File: config.mk
export PLATFORM = sky130hd
export DESIGN_NAME = fetch_seq_ctrl_flat
export DESIGN_NICKNAME = d
export VERILOG_FILES = /design/src/rtl/fetch_seq_ctrl_if.sv /design/src/rtl/fetch_seq_ctrl.sv /design/src/flat_wrapper.sv
export SDC_FILE = /design/constraint.sdc
export NUM_CORES = 1
export LEC_CHECK = 0
export ABC_AREA = 1
export CAP_MARGIN = 20
export CORE_AREA = 2 2 53 55
export DETAILED_ROUTE_END_ITERATION = 7
export DIE_AREA = 0 0 55 57
export PLACE_DENSITY = 0.78
export SLEW_MARGIN = 10
export SYNTH_ARGS = -nofsm -noshare
export SYNTH_HDL_FRONTEND = slang
export SYNTH_SLANG_ARGS = --single-unit
File: constraint.sdc
create_clock -name clk -period 1.5 [get_ports clk]
set_clock_uncertainty 0.1 [all_clocks]
set_input_delay 0.375 -clock clk [delete_from_list [all_inputs] [get_ports clk]]
set_output_delay 0.375 -clock clk [all_outputs]
set_load 0.005 [all_outputs]
File: src/rtl/fetch_seq_ctrl_if.sv
// fetch_seq_ctrl_if: bundle of EX, branch-predictor and PC-register signals around the fetch sequencer.
// master is the sequencer side; slave is the surrounding pipeline.
interface fetch_seq_ctrl_if #(parameter int XLEN = 5);
   logic [XLEN-1:0] F_pc, EX_alt_pc, BP_target_pc, pc_alt_pc, pc_next;
   logic            EX_taken, BP_hit, stall_D, trap_req, halt_req, resume;
   logic            pc_taken, pc_hold, F_valid, flush_FD, flush_DE, trap_ack, halted;
   logic [7:0]      redirect_cnt;
   modport master (
      input  F_pc, EX_taken, EX_alt_pc, BP_hit, BP_target_pc, stall_D, trap_req, halt_req, resume,
      output pc_taken, pc_alt_pc, pc_hold, pc_next, F_valid, flush_FD, flush_DE, trap_ack, halted,
             redirect_cnt
   );
   modport slave (
      output F_pc, EX_taken, EX_alt_pc, BP_hit, BP_target_pc, stall_D, trap_req, halt_req, resume,
      input  pc_taken, pc_alt_pc, pc_hold, pc_next, F_valid, flush_FD, flush_DE, trap_ack, halted,
             redirect_cnt
   );
endinterface

File: src/rtl/fetch_seq_ctrl.sv
// fetch_seq_ctrl: drives PC-register controls, arbitrating EX redirect > pending trap > predictor,
// with a BOOT/RUN/FLUSH/HALT sequencer and a saturating redirect counter.
module fetch_seq_ctrl #(
   parameter int              XLEN     = 5,
   parameter logic [XLEN-1:0] TRAP_VEC = XLEN'(28)
) (
   input logic              clk,
   input logic              rst,
   fetch_seq_ctrl_if.master fs_i
);
   typedef enum logic [1:0] {BOOT, RUN, FLUSH, HALT} state_t;
   state_t     state_q, state_d;
   logic       trap_pend_q, trap_pend_d;
   logic [7:0] cnt_q, cnt_d;
   logic       active, ex_redir, trap_redir, redir;
   assign active     = state_q != BOOT;
   assign ex_redir   = fs_i.EX_taken & active;
   // EX is older than the trap, so a pending trap waits for a cycle without EX_taken
   assign trap_redir = trap_pend_q & ~fs_i.EX_taken & active;
   assign redir      = ex_redir | trap_redir;
   assign fs_i.pc_taken     = redir;
   assign fs_i.pc_alt_pc    = ex_redir ? fs_i.EX_alt_pc : trap_redir ? TRAP_VEC : '0;
   assign fs_i.pc_next      = fs_i.BP_hit ? fs_i.BP_target_pc : fs_i.F_pc + XLEN'(1);
   assign fs_i.pc_hold      = ~redir & ((state_q != RUN) | fs_i.stall_D);
   assign fs_i.F_valid      = (state_q == RUN) & ~fs_i.stall_D;
   assign fs_i.flush_FD     = redir;
   assign fs_i.flush_DE     = redir;
   assign fs_i.trap_ack     = trap_redir;
   assign fs_i.halted       = state_q == HALT;
   assign fs_i.redirect_cnt = cnt_q;
   always_comb begin
      state_d     = state_q;
      trap_pend_d = fs_i.trap_req | (trap_pend_q & ~trap_redir);
      cnt_d       = (redir && cnt_q != 8'hFF) ? cnt_q + 8'd1 : cnt_q;
      if (redir)
         state_d = FLUSH;
      else
         case (state_q)
            BOOT:       state_d = RUN;
            RUN, FLUSH: state_d = fs_i.halt_req ? HALT : RUN;
            HALT:       state_d = fs_i.resume ? RUN : HALT;
            default:    state_d = BOOT;
         endcase
   end
   always_ff @(posedge clk or posedge rst) begin
      if (rst) begin
         state_q     <= BOOT;
         trap_pend_q <= 1'b0;
         cnt_q       <= 8'd0;
      end else begin
         state_q     <= state_d;
         trap_pend_q <= trap_pend_d;
         cnt_q       <= cnt_d;
      end
   end
endmodule

File: src/flat_wrapper.sv
// flat-port wrapper written by rule: the top's interface ports become plain ports
module fetch_seq_ctrl_flat 
#(
   parameter int              XLEN     = 5,
   parameter logic [XLEN-1:0] TRAP_VEC = XLEN'(28)
)
  (clk, rst, fs_i_F_pc, fs_i_EX_taken, fs_i_EX_alt_pc, fs_i_BP_hit, fs_i_BP_target_pc, fs_i_stall_D, fs_i_trap_req, fs_i_halt_req, fs_i_resume, fs_i_pc_taken, fs_i_pc_alt_pc, fs_i_pc_hold, fs_i_pc_next, fs_i_F_valid, fs_i_flush_FD, fs_i_flush_DE, fs_i_trap_ack, fs_i_halted, fs_i_redirect_cnt);
  fetch_seq_ctrl_if #(.XLEN(XLEN)) fs_i_i ();
  input logic clk;
  input logic rst;
  input wire logic [$bits(fs_i_i.F_pc)-1:0] fs_i_F_pc;
  input wire logic [$bits(fs_i_i.EX_taken)-1:0] fs_i_EX_taken;
  input wire logic [$bits(fs_i_i.EX_alt_pc)-1:0] fs_i_EX_alt_pc;
  input wire logic [$bits(fs_i_i.BP_hit)-1:0] fs_i_BP_hit;
  input wire logic [$bits(fs_i_i.BP_target_pc)-1:0] fs_i_BP_target_pc;
  input wire logic [$bits(fs_i_i.stall_D)-1:0] fs_i_stall_D;
  input wire logic [$bits(fs_i_i.trap_req)-1:0] fs_i_trap_req;
  input wire logic [$bits(fs_i_i.halt_req)-1:0] fs_i_halt_req;
  input wire logic [$bits(fs_i_i.resume)-1:0] fs_i_resume;
  output wire logic [$bits(fs_i_i.pc_taken)-1:0] fs_i_pc_taken;
  output wire logic [$bits(fs_i_i.pc_alt_pc)-1:0] fs_i_pc_alt_pc;
  output wire logic [$bits(fs_i_i.pc_hold)-1:0] fs_i_pc_hold;
  output wire logic [$bits(fs_i_i.pc_next)-1:0] fs_i_pc_next;
  output wire logic [$bits(fs_i_i.F_valid)-1:0] fs_i_F_valid;
  output wire logic [$bits(fs_i_i.flush_FD)-1:0] fs_i_flush_FD;
  output wire logic [$bits(fs_i_i.flush_DE)-1:0] fs_i_flush_DE;
  output wire logic [$bits(fs_i_i.trap_ack)-1:0] fs_i_trap_ack;
  output wire logic [$bits(fs_i_i.halted)-1:0] fs_i_halted;
  output wire logic [$bits(fs_i_i.redirect_cnt)-1:0] fs_i_redirect_cnt;
  assign fs_i_i.F_pc = fs_i_F_pc;
  assign fs_i_i.EX_taken = fs_i_EX_taken;
  assign fs_i_i.EX_alt_pc = fs_i_EX_alt_pc;
  assign fs_i_i.BP_hit = fs_i_BP_hit;
  assign fs_i_i.BP_target_pc = fs_i_BP_target_pc;
  assign fs_i_i.stall_D = fs_i_stall_D;
  assign fs_i_i.trap_req = fs_i_trap_req;
  assign fs_i_i.halt_req = fs_i_halt_req;
  assign fs_i_i.resume = fs_i_resume;
  assign fs_i_pc_taken = fs_i_i.pc_taken;
  assign fs_i_pc_alt_pc = fs_i_i.pc_alt_pc;
  assign fs_i_pc_hold = fs_i_i.pc_hold;
  assign fs_i_pc_next = fs_i_i.pc_next;
  assign fs_i_F_valid = fs_i_i.F_valid;
  assign fs_i_flush_FD = fs_i_i.flush_FD;
  assign fs_i_flush_DE = fs_i_i.flush_DE;
  assign fs_i_trap_ack = fs_i_i.trap_ack;
  assign fs_i_halted = fs_i_i.halted;
  assign fs_i_redirect_cnt = fs_i_i.redirect_cnt;
  fetch_seq_ctrl #(.XLEN(XLEN), .TRAP_VEC(TRAP_VEC)) u_core (.clk(clk), .rst(rst), .fs_i(fs_i_i));
endmodule
==> run summary, run 1 <==
RR Endpoint = u_core.trap_pend_q$_DFF_PP0_
Critical Path RT = 1.02 ns
Synth Warn # = 0
initial DRC count = 8
average size of a mapped cell = 7.218 sq um
Crit. End Element = output pin
Root Driver = clkbuf_4
drt total wl = 2750 microns
crit path cell chain = inv_2 > ha_4 > inv_4 > buf_6 > nand2_4 > nor2_4 > inv_2 > nand2_1 > buf_2
# IOs = 48
pre-CTS setup slack = -0.9410 ns
Final Instance Count excl. Fillers = 223
Slew @ Worst Pin = 0.4232 ns
Slowest-stage cell, CP = dfrtp_1
port bufs = 47
Die W = 55 microns
maximum VDD drop = 1074 uV
placed wire-length estimate = 1933 microns
first-pass GRT wire length = 4305 microns
GP Congestion = 0.7781
final number of setup-violating endpoints = 21
via count = 1048
Post-Syn Nets = 145
worst min path class = in -> async
fin crit period = 1.880 ns
Util after Layout = 62.54%
die height = 57 microns
row cnt = 19
core area = 0.002615 sq mm
reg-to-reg startpoint = u_core.state_q[0]$_DFF_PP0_
Synth cell types = 24
Antenna Diode Count = 0
#FFs+latches synth = 11
violated checks = setup timing
CTS sink count = 11
grt total ovfl = 0
Worst Path Class, Setup = reg -> out
RSZ-0062 raised after global routing = yes
Synth Cell Area = 844.6 sq um
period utilization = 125.3%
clock latency on the worst-skew pair = 0.27 ns
Seq/Total Area, Yosys = 32.59%
number of max-cap violations = 0
via/cell ratio = 4.700
fraction of layout cells with a size suffix above 1 = 44.27%
placed insts = 208
nets@finish = 221
CTS tree = done
largest net degree at the start of global routing = 12
flop-to-flop setup slack = -0.07 ns
initial antenna violation count = 0
total power = 2.078 mW
TritonRoute pass-1 iters = 4
Die ar. = 0.003135 sq mm
vias in the first global route = 1078
H-Tree Depth = 1
clk buf depth = 2
Power Density = 1270 mW/mm^2
outcome = finished with violations
GRT Util Overall = 18.28%
Slew HR = 71.75%
Worst Path Max Fanout = 4
# DRC = 0
CP most frequent cell = inv_2
Initial Util = 32.30%
Crit path largest cell delay = 0.38 ns
final hold vios = 0
Slew Limit Fails = 0
fmax = 531.9 MHz
synthesis-to-layout area growth = 93.63%
worst reg2reg path depth = 10
Worst Path Arrival = 1.41 ns
Inserted Clock Buffers = 3
antenna-violating nets left = 0
LEAKAGE = 0.8805 nW
setup ws final = -0.3801 ns
WL per Instance = 12.33 microns
Mapped Cells = 117
Clk pin slew, worst setup/hold paths = 0.07 ns
Worst setup SP type = register
==> through the flow <==
| step | TNS, ns | hold WS (ns) | area (sq um) |
|---|---|---|---|
| 2_1_floorplan | 0 | 0.1274 | 854.6 |
| 3_3_place_gp | -12.15 | 0.4287 | 1464 |
| 3_5_place_dp | -12.75 | 0.4365 | 1464 |
| 4_1_cts | -3.673 | 0.3042 | 1568 |
| 5_1_grt | -5.700 | 0.3328 | 1635 |
| 6_report | -3.857 | 0.2935 | 1635 |
==> layout by cell type, fill, tap and decap left out, types with 4 or more instances in the layout <==
cell type	count
nand2_1	36
buf_4	19
buf_2	16
clkdlybuf4s50_1	12
dlygate4sd2_1	12
buf_6	12
inv_1	10
dfrtp_1	10
nand3_1	6
o21ai_1	6
nor2_2	5
nand2_2	4
nor2_1	4
nand2_4	4
nand3_2	4
==> what timing repair did <==
action / in CTS / in global routing
endpoints found under the setup margin: 30 / 26
hold buffers: 0 / 0
pin swaps: 12 / 7
buffers inserted: 10 / 2
gates resized for setup: 133 / 15
==> logic make-up (layout without fill, tap and decap cells) <==
group                    count (synthesis)  count (layout)  share of synthesized area, %
AND/OR/NAND/NOR                         68              68                         37.48
flip-flops                              11              11                         32.59
buffers and inverters                   19              94                         11.41
XOR/XNOR                                 4               4                         4.149
AO/OA/AOI/OAI                            9               9                         5.629
multiplexers                             1               1                         1.333
adder cells (fa/ha/maj)                  5               5                         7.407
==> routing by layer <==
metal | GRT usage [%] | wire, microns | vias to the layer above
met5 | 0 | 0 | -
met4 | 4.878 | 41 | 0
met3 | 2.356 | 196 | 7
met2 | 37.07 | 1507 | 38
met1 | 18.06 | 1004 | 492
li1 | - | - | 511
==> worst max path at each step <==
stage | cells after the start | slack (ns) | startpoint | to
after global placement | 6 | -0.90 | fs_i_F_pc[0] | fs_i_pc_next[4]
after floorplan | 6 | 0.004 | u_core.state_q[0]$_DFF_PP0_ | fs_i_flush_FD
after CTS | 9 | -0.36 | u_core.state_q[1]$_DFF_PP0_ | fs_i_pc_alt_pc[4]
after detailed placement | 6 | -0.94 | fs_i_F_pc[0] | fs_i_pc_next[4]
final | 9 | -0.38 | u_core.state_q[0]$_DFF_PP0_ | fs_i_pc_alt_pc[4]
after global routing | 9 | -0.48 | u_core.state_q[1]$_DFF_PP0_ | fs_i_pc_alt_pc[2]
==> state kept, by name, summed over array words and instances (netlist names) <==
register / count
u_core.fs_i.redirect_cnt: 8
u_core.state_q: 2
u_core.trap_pend_q: 1
==> cell usage after synthesis, drive strengths merged <==
cell type | n | area share (%)
xor2 | 3 | 3.1
mux2 | 1 | 1.3
buf | 3 | 2.4
nand3 | 10 | 5.9
a21oi | 1 | 0.59
ha | 5 | 7.4
xnor2 | 1 | 1.0
nor2 | 11 | 7.1
dfrtp | 11 | 33
nand2 | 45 | 23
bufinv | 1 | 2.1
a21o | 1 | 0.89
inv | 15 | 7.0
o21ai | 7 | 4.1
nor3 | 1 | 0.59
nand3b | 1 | 0.89
==> power breakdown <==
part	leakage (nW)	switching, mW	total (mW)	internal (mW)
registers	0.129	0.0616	0.468	0.406
clock network	0.0150	0.0997	0.203	0.103
logic	0.737	0.675	1.41	0.731
==> layout make-up <==
class | instances | area (sq um)
multi-input combinational | 87 | 589.3
clock buffer | 4 | 26.28
fill | 239 | 979.7
tap | 31 | 38.79
timing repair buffer | 74 | 625.6
inverter | 16 | 78.83
sequential | 11 | 276.5
==> critical path, delay by kind of cell, from the launching register on <==
family | cells | cell delay (ns)
adders and majority gates | 1 | 0.16
and+or+nand+nor | 3 | 0.21
DFF | 1 | 0.38
buffers and inverters | 5 | 0.38
No activity file was read; power rests on OpenSTA's default activity.
==> run 2, diff against run 1 <==
Settings changed: SETUP_SLACK_MARGIN set to 0.02.
==> run 2 against run 1 <==
  * The flow still finishes with violations (setup timing)
  * Clock power is 4% higher
  * Register-to-register slack better by 0.13 ns
  * Critical endpoint is now fs_i_pc_alt_pc[2]
  * Die area stayed put
  * Largest power group unchanged
  * Count of clock-buffer cells in the layout stayed put
  * Critical path depth is 1 lower
  * First-iteration DRC count is 75% higher
  * Sequential share of layout area is 0.54 points lower
  * Worst hold slack worse by 0.0055 ns
  * Flip-flop and latch count stayed put
==> run summary, run 2 (synthesized netlist as in run 1, its figures left out) <==
outcome = finished with violations
violated checks = setup timing
# IOs = 48 (unchanged)
crit path cell chain = inv_2 > ha_4 > inv_4 > buf_6 > buf_6 > nand3_2 > nand2_1 > buf_2
drt total wl = 2954 microns (+7.4%)
Critical Path Source = u_core.state_q[1]$_DFF_PP0_
core area = 0.002615 sq mm (unchanged)
fraction of layout cells with a size suffix above 1 = 48.95% (+4.7 points)
maximum VDD drop = 960.5 uV (-11%)
Util after Layout = 64.59% (+2.1 points)
Buffers & Inverters on Critical Path = 5 (unchanged)
commonest non-fill, non-tap cell in the layout = nand2_1
period utilization = 125.4% (about the same)
Inserted Clock Buffers = 3 (unchanged)
Hold WS = 0.2881 ns (-0.005453 ns)
number of max-cap violations = 0 (unchanged)
# DRC = 0 (unchanged)
CTS sink count = 11 (unchanged)
cts hold-fix bufs = 0 (unchanged)
grt total ovfl = 0 (unchanged)
Setup TNS = -3.468 ns (+0.3891 ns)
CP most frequent cell = buf_6
vias in the first global route = 1098 (+1.9%)
row cnt = 19 (unchanged)
final number of setup-violating endpoints = 15 (-29%)
max reg flops = 8 (unchanged)
Worst Path Max Fanout = 3 (-1)
Die W = 55 microns (unchanged)
via count = 1032 (-1.5%)
placed inst area = 0.001459 sq mm (-0.34%)
fin crit period = 1.880 ns (+0.0002260 ns)
Worst Path Class, Setup = reg -> out
placed wire-length estimate = 2019 microns (+4.4%)
final hold vios = 0 (unchanged)
Antenna Diode Count = 0 (unchanged)
crit-path leading delay family = buffers and inverters
setup ws final = -0.3803 ns (-0.0002260 ns)
TritonRoute pass-1 iters = 4 (unchanged)
first-pass GRT wire length = 4623 microns (+7.4%)
fmax = 531.8 MHz (about the same)
clk buf depth = 2 (unchanged)
Slew @ Worst Pin = 0.4315 ns (+0.008260 ns)
die height = 57 microns (unchanged)
Critical Path RT = 1.02 ns (about the same)
Root Driver = clkbuf_4
antenna-violating nets left = 0 (unchanged)
clock latency on the worst-skew pair = 0.27 ns (about the same)
Crit. End Element = output pin
most frequent cells in the layout = 31 x nand2_1, 17 x buf_4, 14 x buf_2
Multi-input gate area = 653.1 sq um (+11%)
Fillers = 228 (-4.6%)
WL per Instance = 13.37 microns (+8.4%)
RSZ-0062 raised after global routing = yes
Crit path largest cell delay = 0.40 ns (+0.02 ns)
worst reg2reg path depth = 10 (unchanged)
reg-to-reg startpoint = u_core.state_q[1]$_DFF_PP0_
Clk pin slew, worst setup/hold paths = 0.07 ns (about the same)
Slowest-stage cell, CP = dfrtp_1
CTS tree = done
largest net degree at the start of global routing = 12 (unchanged)
nets@finish = 219 (-0.90%)
Die ar. = 0.003135 sq mm (unchanged)
initial antenna violation count = 0 (unchanged)
Slew Limit Fails = 0 (unchanged)
CP Depth = 8 (-1)
Worst setup SP type = register
H-Tree Depth = 1 (unchanged)
Power Density = 1326 mW/mm^2 (+4.4%)
register area = 276.5 sq um (unchanged)
GRT Util Overall = 19.96% (+1.7 points)
LEAKAGE = 0.8902 nW (+1.1%)
design area = 0.001689 sq mm (+3.3%)
Slew HR = 71.20% (-0.55 points)
worst min path class = in -> async
Initial Util = 32.30% (unchanged)
synthesis-to-layout area growth = 100.0%
via/cell ratio = 4.670 (-0.64%)
port bufs = 47 (unchanged)
Worst Path Arrival = 1.41 ns (about the same)
GP Congestion = 0.8040 (+3.3%)
initial DRC count = 14 (+6)
[run 2: timing repair]
action | 4_1_cts | 5_1_grt
endpoints found under the setup margin | 32 | 25
buffers inserted | 9 | 1
endpoints found under the hold margin | 0 | 0
resized for setup | 127 | 33
pin swaps | 17 | 14
[run 2: cell type report]
class                      count  area share (%)
clock buffer                   4           1.556
inverter                      16           4.815
multi-input combinational     87           38.67
sequential                    11           16.37
tap                           31           2.296
timing repair buffer          72           36.30
[run 2: layer usage]
metal | part of all wire, % | GRT usage [%] | up-vias
met3 | 7.6 | 3.141 | 5
met5 | 0 | 0 | -
met4 | 0.81 | 4.181 | 0
li1 | - | - | 511
met1 | 34 | 20.57 | 481
met2 | 58 | 39.80 | 35
[run 2: stage by stage]
step | power [mW] | std cells | setup WS (ns)
finish | 2.240 | 221 | -0.3803
global route | 2.426 | 221 | -0.4507
CTS | 2.032 | 220 | -0.3752
detailed placement | 1.696 | 207 | -0.9618
global placement | 1.648 | 207 | -0.9022
floorplan | 1.037 | 117 | 0.01007
[run 2: final timing paths]
| check | endpoint | slack (ns) |
|---|---|---|
| max | fs_i_pc_alt_pc[2] | -0.38 |
| min | u_core.fs_i.redirect_cnt[2]$_DFFE_PP0P_ | 0.29 |
| min in group clk | u_core.fs_i.redirect_cnt[3]$_DFFE_PP0P_ | 0.49 |
| min reg2reg | u_core.fs_i.redirect_cnt[3]$_DFFE_PP0P_ | 0.49 |
| max in group asynchronous | u_core.fs_i.redirect_cnt[0]$_DFFE_PP0P_ | 0.69 |
| max reg2reg | u_core.fs_i.redirect_cnt[7]$_DFFE_PP0P_ | 0.06 |
[run 2: power breakdown]
part | internal [mW] | switching, mW | total (mW) | leakage [nW]
combinational | 0.794 | 0.765 | 1.56 | 0.746
sequential | 0.406 | 0.0621 | 0.469 | 0.129
clock | 0.103 | 0.109 | 0.212 | 0.0150
total | 1.30 | 0.936 | 2.24 | 0.890
==> run 3, diff against run 2 <==
Settings changed: SLEW_MARGIN 10 to 30.
==> results of run 3 <==
Same layout as run 2: the final DEF is identical, and so are final timing and power.
